<file path="src/rtl/forward_pkg.sv">
// forward_pkg: shared scoreboard entry type, bypass-select constants and the
// select-width helper used by the forwarding/hazard unit and its interface.
package forward_pkg;

  // Storage width of the entry fields. Module parameters REG_AW and LAT_W
  // are expected to be no wider than these.
  localparam int FWD_RD_W  = 5;
  localparam int FWD_LAT_W = 2;

  // Bypass select value meaning "take the operand from the register file".
  localparam int FWD_SEL_RF = 0;

  // One in-flight register writer held in a post-EX pipeline latch.
  typedef struct packed {
    logic                 valid;
    logic                 we;
    logic [FWD_RD_W-1:0]  rd;
    logic [FWD_LAT_W-1:0] lat;
  } fwd_entry_t;

  // Select values 0..stages (register file plus one per tracked entry).
  function automatic int fwd_sel_width(input int stages);
    return $clog2(stages + 1);
  endfunction

endpackage

</file>
<file path="src/rtl/forward_scoreboard_if.sv">
// forward_scoreboard_if: issue/source/result bundle between the pipeline
// control (master) and the forwarding scoreboard (slave).
interface forward_scoreboard_if #(
  parameter int REG_AW  = 5,
  parameter int STAGES  = 3,
  parameter int NUM_SRC = 2,
  parameter int LAT_W   = 2
);
  localparam int SEL_W = forward_pkg::fwd_sel_width(STAGES);

  logic                       advance;
  logic                       flush;
  logic                       issue_valid;
  logic                       issue_we;
  logic [REG_AW-1:0]          issue_rd;
  logic [LAT_W-1:0]           issue_lat;
  logic [NUM_SRC*REG_AW-1:0]  src_reg;
  logic [NUM_SRC-1:0]         src_used;
  logic [NUM_SRC*SEL_W-1:0]   fwd_sel;
  logic                       stall;
  logic [7:0]                 stall_run;
  logic [31:0]                fwd_count;
  logic [31:0]                stall_count;

  modport master (
    output advance, flush, issue_valid, issue_we, issue_rd, issue_lat,
           src_reg, src_used,
    input  fwd_sel, stall, stall_run, fwd_count, stall_count
  );

  modport slave (
    input  advance, flush, issue_valid, issue_we, issue_rd, issue_lat,
           src_reg, src_used,
    output fwd_sel, stall, stall_run, fwd_count, stall_count
  );

endinterface

</file>
<file path="src/rtl/fwd_match.sv">
// fwd_match: compares one source operand against every scoreboard entry and
// returns the bypass select of the youngest matching writer, or a hazard
// when that writer's result is not yet available at its current entry.
module fwd_match
  import forward_pkg::*;
#(
  parameter int REG_AW = 5,
  parameter int STAGES = 3,
  parameter int SEL_W  = fwd_sel_width(STAGES)
) (
  input  fwd_entry_t [STAGES-1:0] entries,
  input  logic [REG_AW-1:0]       src_reg,
  input  logic                    src_used,
  output logic [SEL_W-1:0]        sel,
  output logic                    hazard
);

  logic [STAGES-1:0] hit;

  // Per-entry match: live writer of the same non-$zero register, source read.
  always_comb begin
    hit = '0;
    for (int i = 0; i < STAGES; i++) begin
      hit[i] = entries[i].valid && entries[i].we && src_used
               && (entries[i].rd == FWD_RD_W'(src_reg))
               && (entries[i].rd != '0);
    end
  end

  // Walk oldest to youngest so the youngest hit overwrites; a not-ready
  // youngest hit yields a hazard and never falls through to an older one.
  always_comb begin
    sel    = SEL_W'(FWD_SEL_RF);
    hazard = 1'b0;
    for (int i = STAGES - 1; i >= 0; i--) begin
      if (hit[i]) begin
        if (i >= int'(entries[i].lat)) begin
          sel    = SEL_W'(i + 1);
          hazard = 1'b0;
        end else begin
          sel    = SEL_W'(FWD_SEL_RF);
          hazard = 1'b1;
        end
      end
    end
  end

endmodule

</file>
<file path="src/rtl/forward_scoreboard.sv">
// forward_scoreboard: forwarding and load-use hazard unit for the in-order
// MIPS pipeline. Entry 0 is the EX/MEM latch, entry STAGES-1 the oldest.
// Optional statistics counters are built when FWD_STATS_EN is defined.
module forward_scoreboard
  import forward_pkg::*;
#(
  parameter int REG_AW  = 5,
  parameter int STAGES  = 3,
  parameter int NUM_SRC = 2,
  parameter int LAT_W   = 2
) (
  input logic                 CLK,
  input logic                 RST,
  forward_scoreboard_if.slave sb
);

  localparam int SEL_W = fwd_sel_width(STAGES);

  fwd_entry_t [STAGES-1:0] entries;
  fwd_entry_t              issue_entry;
  logic [SEL_W-1:0]        src_sel [NUM_SRC];
  logic [NUM_SRC-1:0]      src_hazard;
  logic                    stall;
  logic [7:0]              stall_run_q;

  // One matcher per source operand, all looking at the same entries.
  for (genvar s = 0; s < NUM_SRC; s++) begin : g_src
    fwd_match #(
      .REG_AW (REG_AW),
      .STAGES (STAGES),
      .SEL_W  (SEL_W)
    ) u_match (
      .entries  (entries),
      .src_reg  (sb.src_reg[s*REG_AW +: REG_AW]),
      .src_used (sb.src_used[s]),
      .sel      (src_sel[s]),
      .hazard   (src_hazard[s])
    );
  end

  // A redirect squashes the ID/EX instruction, so its hazards are moot.
  always_comb begin
    stall    = (|src_hazard) && !sb.flush;
    sb.stall = stall;
  end

  // Pack the per-source selects onto the flat output bus.
  always_comb begin
    sb.fwd_sel = '0;
    for (int s = 0; s < NUM_SRC; s++) begin
      sb.fwd_sel[s*SEL_W +: SEL_W] = src_sel[s];
    end
  end

  // Entry presented to latch 0: the issuing writer, or a bubble when it is
  // absent, stalled or squashed.
  always_comb begin
    issue_entry = '0;
    if (sb.issue_valid && !stall && !sb.flush) begin
      issue_entry.valid = 1'b1;
      issue_entry.we    = sb.issue_we;
      issue_entry.rd    = FWD_RD_W'(sb.issue_rd);
      issue_entry.lat   = FWD_LAT_W'(sb.issue_lat);
    end
  end

  // Scoreboard shift register; moves only when the pipeline latches do.
  always_ff @(posedge CLK) begin
    if (RST) begin
      entries <= '0;
    end else if (sb.advance) begin
      for (int i = 1; i < STAGES; i++) begin
        entries[i] <= entries[i-1];
      end
      entries[0] <= issue_entry;
    end
  end

  // Length of the current stall, saturating; frozen while not advancing.
  always_ff @(posedge CLK) begin
    if (RST) begin
      stall_run_q <= 8'd0;
    end else if (sb.advance) begin
      if (stall) begin
        if (stall_run_q != 8'hFF) begin
          stall_run_q <= stall_run_q + 8'd1;
        end
      end else begin
        stall_run_q <= 8'd0;
      end
    end
  end

  assign sb.stall_run = stall_run_q;

`ifdef FWD_STATS_EN
  logic [31:0] fwd_count_q;
  logic [31:0] stall_count_q;
  logic [31:0] fwd_taken;

  // Number of sources bypassed from an entry this cycle.
  always_comb begin
    fwd_taken = 32'd0;
    for (int s = 0; s < NUM_SRC; s++) begin
      if (src_sel[s] != SEL_W'(FWD_SEL_RF)) begin
        fwd_taken = fwd_taken + 32'd1;
      end
    end
  end

  // Wrapping event counters for forwards taken and stall cycles.
  always_ff @(posedge CLK) begin
    if (RST) begin
      fwd_count_q   <= 32'd0;
      stall_count_q <= 32'd0;
    end else if (sb.advance) begin
      if (stall) begin
        stall_count_q <= stall_count_q + 32'd1;
      end else begin
        fwd_count_q <= fwd_count_q + fwd_taken;
      end
    end
  end

  assign sb.fwd_count   = fwd_count_q;
  assign sb.stall_count = stall_count_q;
`else
  assign sb.fwd_count   = 32'd0;
  assign sb.stall_count = 32'd0;
`endif

  // A producer latency of STAGES or more could never be forwarded.
  a_lat_legal: assert property (@(posedge CLK) disable iff (RST)
    (sb.issue_valid && sb.issue_we) |-> (int'(sb.issue_lat) < STAGES));

endmodule

</file>
<file path="src/flat_wrapper.sv">
// flat-port wrapper written by rule: the top's interface ports become plain ports
module forward_scoreboard_flat import forward_pkg::*;
#(
  parameter int REG_AW  = 5,
  parameter int STAGES  = 3,
  parameter int NUM_SRC = 2,
  parameter int LAT_W   = 2
)
  (CLK, RST, sb_advance, sb_flush, sb_issue_valid, sb_issue_we, sb_issue_rd, sb_issue_lat, sb_src_reg, sb_src_used, sb_fwd_sel, sb_stall, sb_stall_run, sb_fwd_count, sb_stall_count);
  forward_scoreboard_if #(.REG_AW(REG_AW), .STAGES(STAGES), .NUM_SRC(NUM_SRC), .LAT_W(LAT_W)) sb_i ();
  input logic CLK;
  input logic RST;
  input wire logic [$bits(sb_i.advance)-1:0] sb_advance;
  input wire logic [$bits(sb_i.flush)-1:0] sb_flush;
  input wire logic [$bits(sb_i.issue_valid)-1:0] sb_issue_valid;
  input wire logic [$bits(sb_i.issue_we)-1:0] sb_issue_we;
  input wire logic [$bits(sb_i.issue_rd)-1:0] sb_issue_rd;
  input wire logic [$bits(sb_i.issue_lat)-1:0] sb_issue_lat;
  input wire logic [$bits(sb_i.src_reg)-1:0] sb_src_reg;
  input wire logic [$bits(sb_i.src_used)-1:0] sb_src_used;
  output wire logic [$bits(sb_i.fwd_sel)-1:0] sb_fwd_sel;
  output wire logic [$bits(sb_i.stall)-1:0] sb_stall;
  output wire logic [$bits(sb_i.stall_run)-1:0] sb_stall_run;
  output wire logic [$bits(sb_i.fwd_count)-1:0] sb_fwd_count;
  output wire logic [$bits(sb_i.stall_count)-1:0] sb_stall_count;
  assign sb_i.advance = sb_advance;
  assign sb_i.flush = sb_flush;
  assign sb_i.issue_valid = sb_issue_valid;
  assign sb_i.issue_we = sb_issue_we;
  assign sb_i.issue_rd = sb_issue_rd;
  assign sb_i.issue_lat = sb_issue_lat;
  assign sb_i.src_reg = sb_src_reg;
  assign sb_i.src_used = sb_src_used;
  assign sb_fwd_sel = sb_i.fwd_sel;
  assign sb_stall = sb_i.stall;
  assign sb_stall_run = sb_i.stall_run;
  assign sb_fwd_count = sb_i.fwd_count;
  assign sb_stall_count = sb_i.stall_count;
  forward_scoreboard #(.REG_AW(REG_AW), .STAGES(STAGES), .NUM_SRC(NUM_SRC), .LAT_W(LAT_W)) u_core (.CLK(CLK), .RST(RST), .sb(sb_i));
endmodule
</file>
<file path="config.mk">
export PLATFORM = sky130hd
export DESIGN_NAME = forward_scoreboard_flat
export DESIGN_NICKNAME = d
export VERILOG_FILES = /design/src/rtl/forward_pkg.sv /design/src/rtl/forward_scoreboard_if.sv /design/src/rtl/fwd_match.sv /design/src/rtl/forward_scoreboard.sv /design/src/flat_wrapper.sv
export SDC_FILE = /design/constraint.sdc
export NUM_CORES = 1
export LEC_CHECK = 0
export ABC_AREA = 1
export CORE_UTILIZATION = 30
export CTS_BUF_LIST = sky130_fd_sc_hd__clkbuf_8
export CTS_CLUSTER_DIAMETER = 60
export CTS_CLUSTER_SIZE = 16
export DETAILED_ROUTE_END_ITERATION = 6
export GPL_ROUTABILITY_DRIVEN = 0
export GPL_TIMING_DRIVEN = 0
export PLACE_DENSITY = 0.62
export SLEW_MARGIN = 5
export SYNTH_ARGS = -nofsm -noshare
export SYNTH_HDL_FRONTEND = slang
export SYNTH_HIERARCHICAL = 1
export SYNTH_SLANG_ARGS = --single-unit
</file>
<file path="constraint.sdc">
create_clock -name CLK -period 5.1 [get_ports CLK]
set_input_delay 1.02 -clock CLK [delete_from_list [all_inputs] [get_ports CLK]]
set_output_delay 1.02 -clock CLK [all_outputs]
set_load 0.01 [all_outputs]
</file>
==> After elaboration in Yosys (flattened, before gate mapping) <==
Index checks and enable logic that the tools add are counted.
{ "classes": {"n_reduce_logical": 31, "addsub": 1, "muxes": 21, "magnitude_cmp": 3, "eq_ne": 8} }
{ "ops": {"columns": ["op", "n"], "rows": [
  ["5-bit equality test", 6],
  ["1-bit logical AND", 24],
  ["2-bit 2-to-1 mux", 8],
  ["8-bit 2-to-1 mux", 2],
  ["5-bit nonzero test", 3],
  ["1-bit 2-to-1 mux", 10],
  ["9-bit 2-to-1 mux", 1],
  ["8-bit by 1-bit adder with 8-bit output, second input constant", 1],
  ["8-bit inequality test, second input constant", 1],
  ["1-bit by 2-bit greater-or-equal comparator with 1-bit output, first input constant", 2],
  ["2-bit greater-or-equal comparator, first input constant", 1],
  ["1-bit logical NOT", 2],
  ["2-bit inequality test, second input constant", 1],
  ["2-bit AND reduction", 1],
  ["2-bit OR reduction", 1]
]} }
{ "totals": {"wordCells": 77, "out_inout_bits": 77, "regBits": 35, "input_bits": 25} }

==> Logic depth before layout (Yosys ltp) <==
{ "depth": {"word_depth": 13, "depth_mapped": 18, "depth_no_buf": 18} }

==> Modules after synthesis <==
The synthesis kept the hierarchy.
{ "by_module_without_submodules": {"columns": ["module", "seq_area_each_um2", "cells_per_inst", "instances", "area_each_um2"], "rows": [
  ["forward_scoreboard", 700.7, 267, 1, 1960.6],
  ["fwd_match", 0.0, 108, 2, 464.2]
]} }

==> Least setup slack after synthesis <==
No wires, ideal clock.
{ "synth_timing": {"path_type": "input port to output port", "start": "input sb_src_reg[6]", "end": "output sb_stall", "cell_stages": 10, "arrival_time_ps": 1930, "setup_slack_ps": 2150, "path_buffers": 0, "required_ps": 4080, "cell_sequence": "inv_1 > nor2_1 > nor2_2 > nand4_1 > nand3_1 > nand2_1 > nand2_1 > nand2_1 > nor2_2 > nor2_8"} }
{ "synth_between": {"elab_chain_len": 8, "elab_cells_between_ends": 14, "classes_between": "eq/ne (3); mux (3); reduce/logical (8)"} }
{ "synth_rtl": {"columns": ["item", "line", "text"], "rows": [
  ["start, declared", "flat_wrapper.sv:19", "input wire logic [$bits(sb_i.src_reg)-1:0] sb_src_reg;"],
  ["5-bit equality test", "fwd_match.sv:25", "&& (entries[i].rd == FWD_RD_W'(src_reg))"],
  ["1-bit logical AND", "fwd_match.sv:25", null],
  ["1-bit logical AND", "fwd_match.sv:26", "&& (entries[i].rd != '0);"],
  ["1-bit 2-to-1 mux (2 in a row)", "fwd_match.sv:36", "if (hit[i]) begin"],
  ["1-bit 2-to-1 mux *", "fwd_match.sv:36", null],
  ["named net u_core.src_hazard[1]", "forward_scoreboard.sv:22", "logic [NUM_SRC-1:0] src_hazard;"],
  ["2-bit OR reduction *", "forward_scoreboard.sv:43", "stall = (|src_hazard) && !sb.flush;"],
  ["1-bit logical AND *", "forward_scoreboard.sv:43", null],
  ["end, declared", "flat_wrapper.sv:22", "output wire logic [$bits(sb_i.stall)-1:0] sb_stall;"]
]} }
Mark *: on every way through the listed nets, which the timed path passes. The rest lies on a longest branch.

==> Final worst setup path <==
{ "layout_timing": {"start": "input sb_src_reg[2]", "end": "output sb_stall"} }
The elaborated chain is that of the path after synthesis.

==> flow_summary.toml <==
[outcome]
status = "complete, no violations"

[layout]
antenna-diode-count = 0
drive_above_1_share = 0.1763
final_cell_mix = "nand2_1, nor2_1, buf_4, conb_1, inv_1"
mostFrequentLayoutCell = "nand2_1"
final_util = 0.4050
nets = 615
fill_cells = 1033
fin_cells = 719
seqCellArea_sq_um = 700.7
multi_input_area_sq_mm = 0.001702
area_delta_synth_final_pct = 30.14

[global_routing]
overflow = 0
grt_first_pass_wirelength_mm = 12.13
antenna_found_initial = 0
grtUsageTotal = 0.1514
grt_max_degree = 13
first_global_vias = 2734

[die]
dieArea_sq_mm = 0.01003
io_pins = 102
die_h_microns = 100.1
rows = 35
die_x_microns = 100.1
core_area_sq_mm = 0.009284
start_util = 0.3112

[setup_path]
cpPeakStageDelay_ns = 0.57
cp-startpoint = "sb_src_reg[2]"
critPathSlowestCell = "clkdlybuf4s50_1"
worstSetupPathType = "input pin to primary output"
crit_chain = "clkdlybuf4s50_1 -> inv_2 -> nand2_1 -> nand2_1 -> nor2_1 -> and2_1 -> nand4_2 -> nand2_1 -> nand2_1 -> nand2_1 -> nor2_2 -> nor2_8 -> clkdlybuf4s50_1"
cpMostUsedCell = "nand2_1"
critPathMaxFanout = 7
setup.worst_path.start_class = "input pin"
r2r-start = "u_core/entries[13]"
critPathCaptureType = "primary output"
arrival_ns = 3.25
crit_required_ns = 4.08

[placed_design]
hpwl_mm = 5.808
pre_cts_slack_ns = 0.8495
placed_cells = 711
port_buffers = 36

[clocking]
clk_path_buf_depth = 2
h-tree-depth = 2
cts_sinks = 35
cts_tree = "yes"
cts_hold_buf = 0
worstSkewPairLatency_ns = 0.29
clkTransAtPathRegs_ns = 0.08
clockRootBuffer = "clkbuf_8"
cts_buffers = 5
post_cts_buffers = 0
ctsResizeCount = 0

[worst_hold_path]
hp-class = "flop to flop"
min-delay-start = "u_core/entries[9]"

[drt]
drt-total-wl_mm = 7.367
routedWlPerCell_microns = 10.25
drc = 0
drt_pass1_iterations = 4
routed_via_density = 4.118
vias = 2961
drtIter0Drc = 131
ant_nets = 0

[sta]
maxSlewViolCount = 0
hold_slack_ns = 0.4850
hold_viol = 0
setup_violations = 0
tns_ns = 0
tightest_slew_ns = 0.5058
slew_headroom = 0.6628
fmax_ghz = 0.2340
fin_crit_sh = 0.8380
finalClockSkew_ns = 0.008347
rsz0062_at_grt = "no"
fin_crit_ns = 4.274
setup_ws_ns = 0.8263

[pwr]
internal_power_w = 0.0005084
power_density_mw_per_mm2 = 191.4
pwr-share-comb = 0.234
clock_power_share = 0.348
switching_share = 0.2935
ir_worst_vdd_mv = 0.1053
seqPwrFrac = 0.417
leakage_nw = 1.924
p_sw_w = 0.0002112

[synthesis]
synth_top_family_by_area = "simple AND/OR/NAND/NOR gates"
syn_avg_cell_area_sq_um = 5.981
synth_seq_cells = 35
synth_compound_area_frac = 0.07362
syn-cell-area_sq_mm = 0.002889
synthMuxAreaShare = 0
ys_warn_count = 6
synthXorXnorAreaFrac = 0.01213
post_synth_and_or_nand_nor_area_fraction = 0.4158
synthCells = 483
synth_top_area_frac = 0.2425
ys_seq_area_frac = 0.2425
synth_fa_ha_area_frac = 0.004331
synth.distinct_cells = 29
yosys.area.top_type = "dfxtp_1"
ys_top_cells_by_area = "dfxtp_1, nand2_1, buf_4"

[run]
maxCapViolations = 0
-- power groups by stage --
stage / Clock (W) / Sequential (W) / Combinational [W]
after floorplan: 0 / 0.000302 / 0.000124
after global placement: 0 / 0.000306 / 0.000163
after detailed placement: 0 / 0.000307 / 0.000166
after CTS: 0.000258 / 0.000300 / 0.000166
after global routing: 0.000269 / 0.000303 / 0.000191
final: 0.000251 / 0.000300 / 0.000169
-- state kept, by name (all words and copies together), names as in the netlist --
| signal | count |
|---|---|
| u_core/sb.stall_run | 8 |
| u_core/entries | 27 |
-- cells in the mapped netlist --
cell and number:
a21oi_1 18, and2_1 2, buf_1 1, buf_2 2, buf_4 65, clkbuf_1 4
conb_1 1, dfxtp_1 35, ha_1 1, inv_1 46, inv_2 9, nand2_1 131
nand2_2 2, nand2_4 1, nand3_1 27, nand3_4 1, nand3b_1 2, nand4_1 8
nand4_2 2, nor2_1 81, nor2_2 8, nor2_4 3, nor2_8 1, nor3_1 2
o21ai_0 20, o21ai_1 2, o22ai_1 2, or2_2 2, xnor2_1 4
-- layout make-up --
type	count	share of cell area
Timing Repair Buffer	36	0.09584
Sequential cell	35	0.1864
Buffer	72	0.1374
Clock inverter	3	0.01165
Inverter	55	0.05491
Clock buffer	5	0.01830
Multi-Input combinational cell	384	0.4526
Tap cell	129	0.04293
-- kinds of logic (layout without fill, tap and decap cells) --
kind of cell / Yosys count / count (layout)
xor gates and xnor gates: 4 / 4
adders and majority gates: 1 / 1
and+or+nand+nor: 273 / 273
DFF: 35 / 35
buffers and inverters: 127 / 171
other: 1 / 64
AOI/OAI and AO/OA: 42 / 42
-- routing by layer --
metal | routed length, microns | share of wire | vias up | track usage
met5 | 0 | 0 | - | 0
met4 | 16 | 0.0022 | 0 | 0.03902
li1 | - | - | 1574 | -
met1 | 3376 | 0.46 | 1285 | 0.1953
met3 | 528 | 0.072 | 2 | 0.02437
met2 | 3446 | 0.47 | 100 | 0.2619
-- final timing paths --
check / endpoint / slack (ns) / cells past startpoint
min reg2reg: u_core/entries[18] / 0.49 / 2
max: sb_stall / 0.83 / 13
max reg2reg: u_core/sb.stall_run[1] / 2.94 / 17
min: u_core/entries[18] / 0.49 / 2
-- worst max-delay path, delay by kind of cell --
family | cells | cell delay, ns
buf+inv | 3 | 1.19
simple gates | 10 | 1.03
-- stage by stage --
stage                     cell area, sq um   power, W
after global placement                3647  0.0004698
after floorplan                       3126  0.0004259
after detailed placement              3647  0.0004725
after CTS                             3760  0.0007250
after global routing                  3760  0.0007620
final                                 3760  0.0007196
Power figures use the tool's default switching activity.
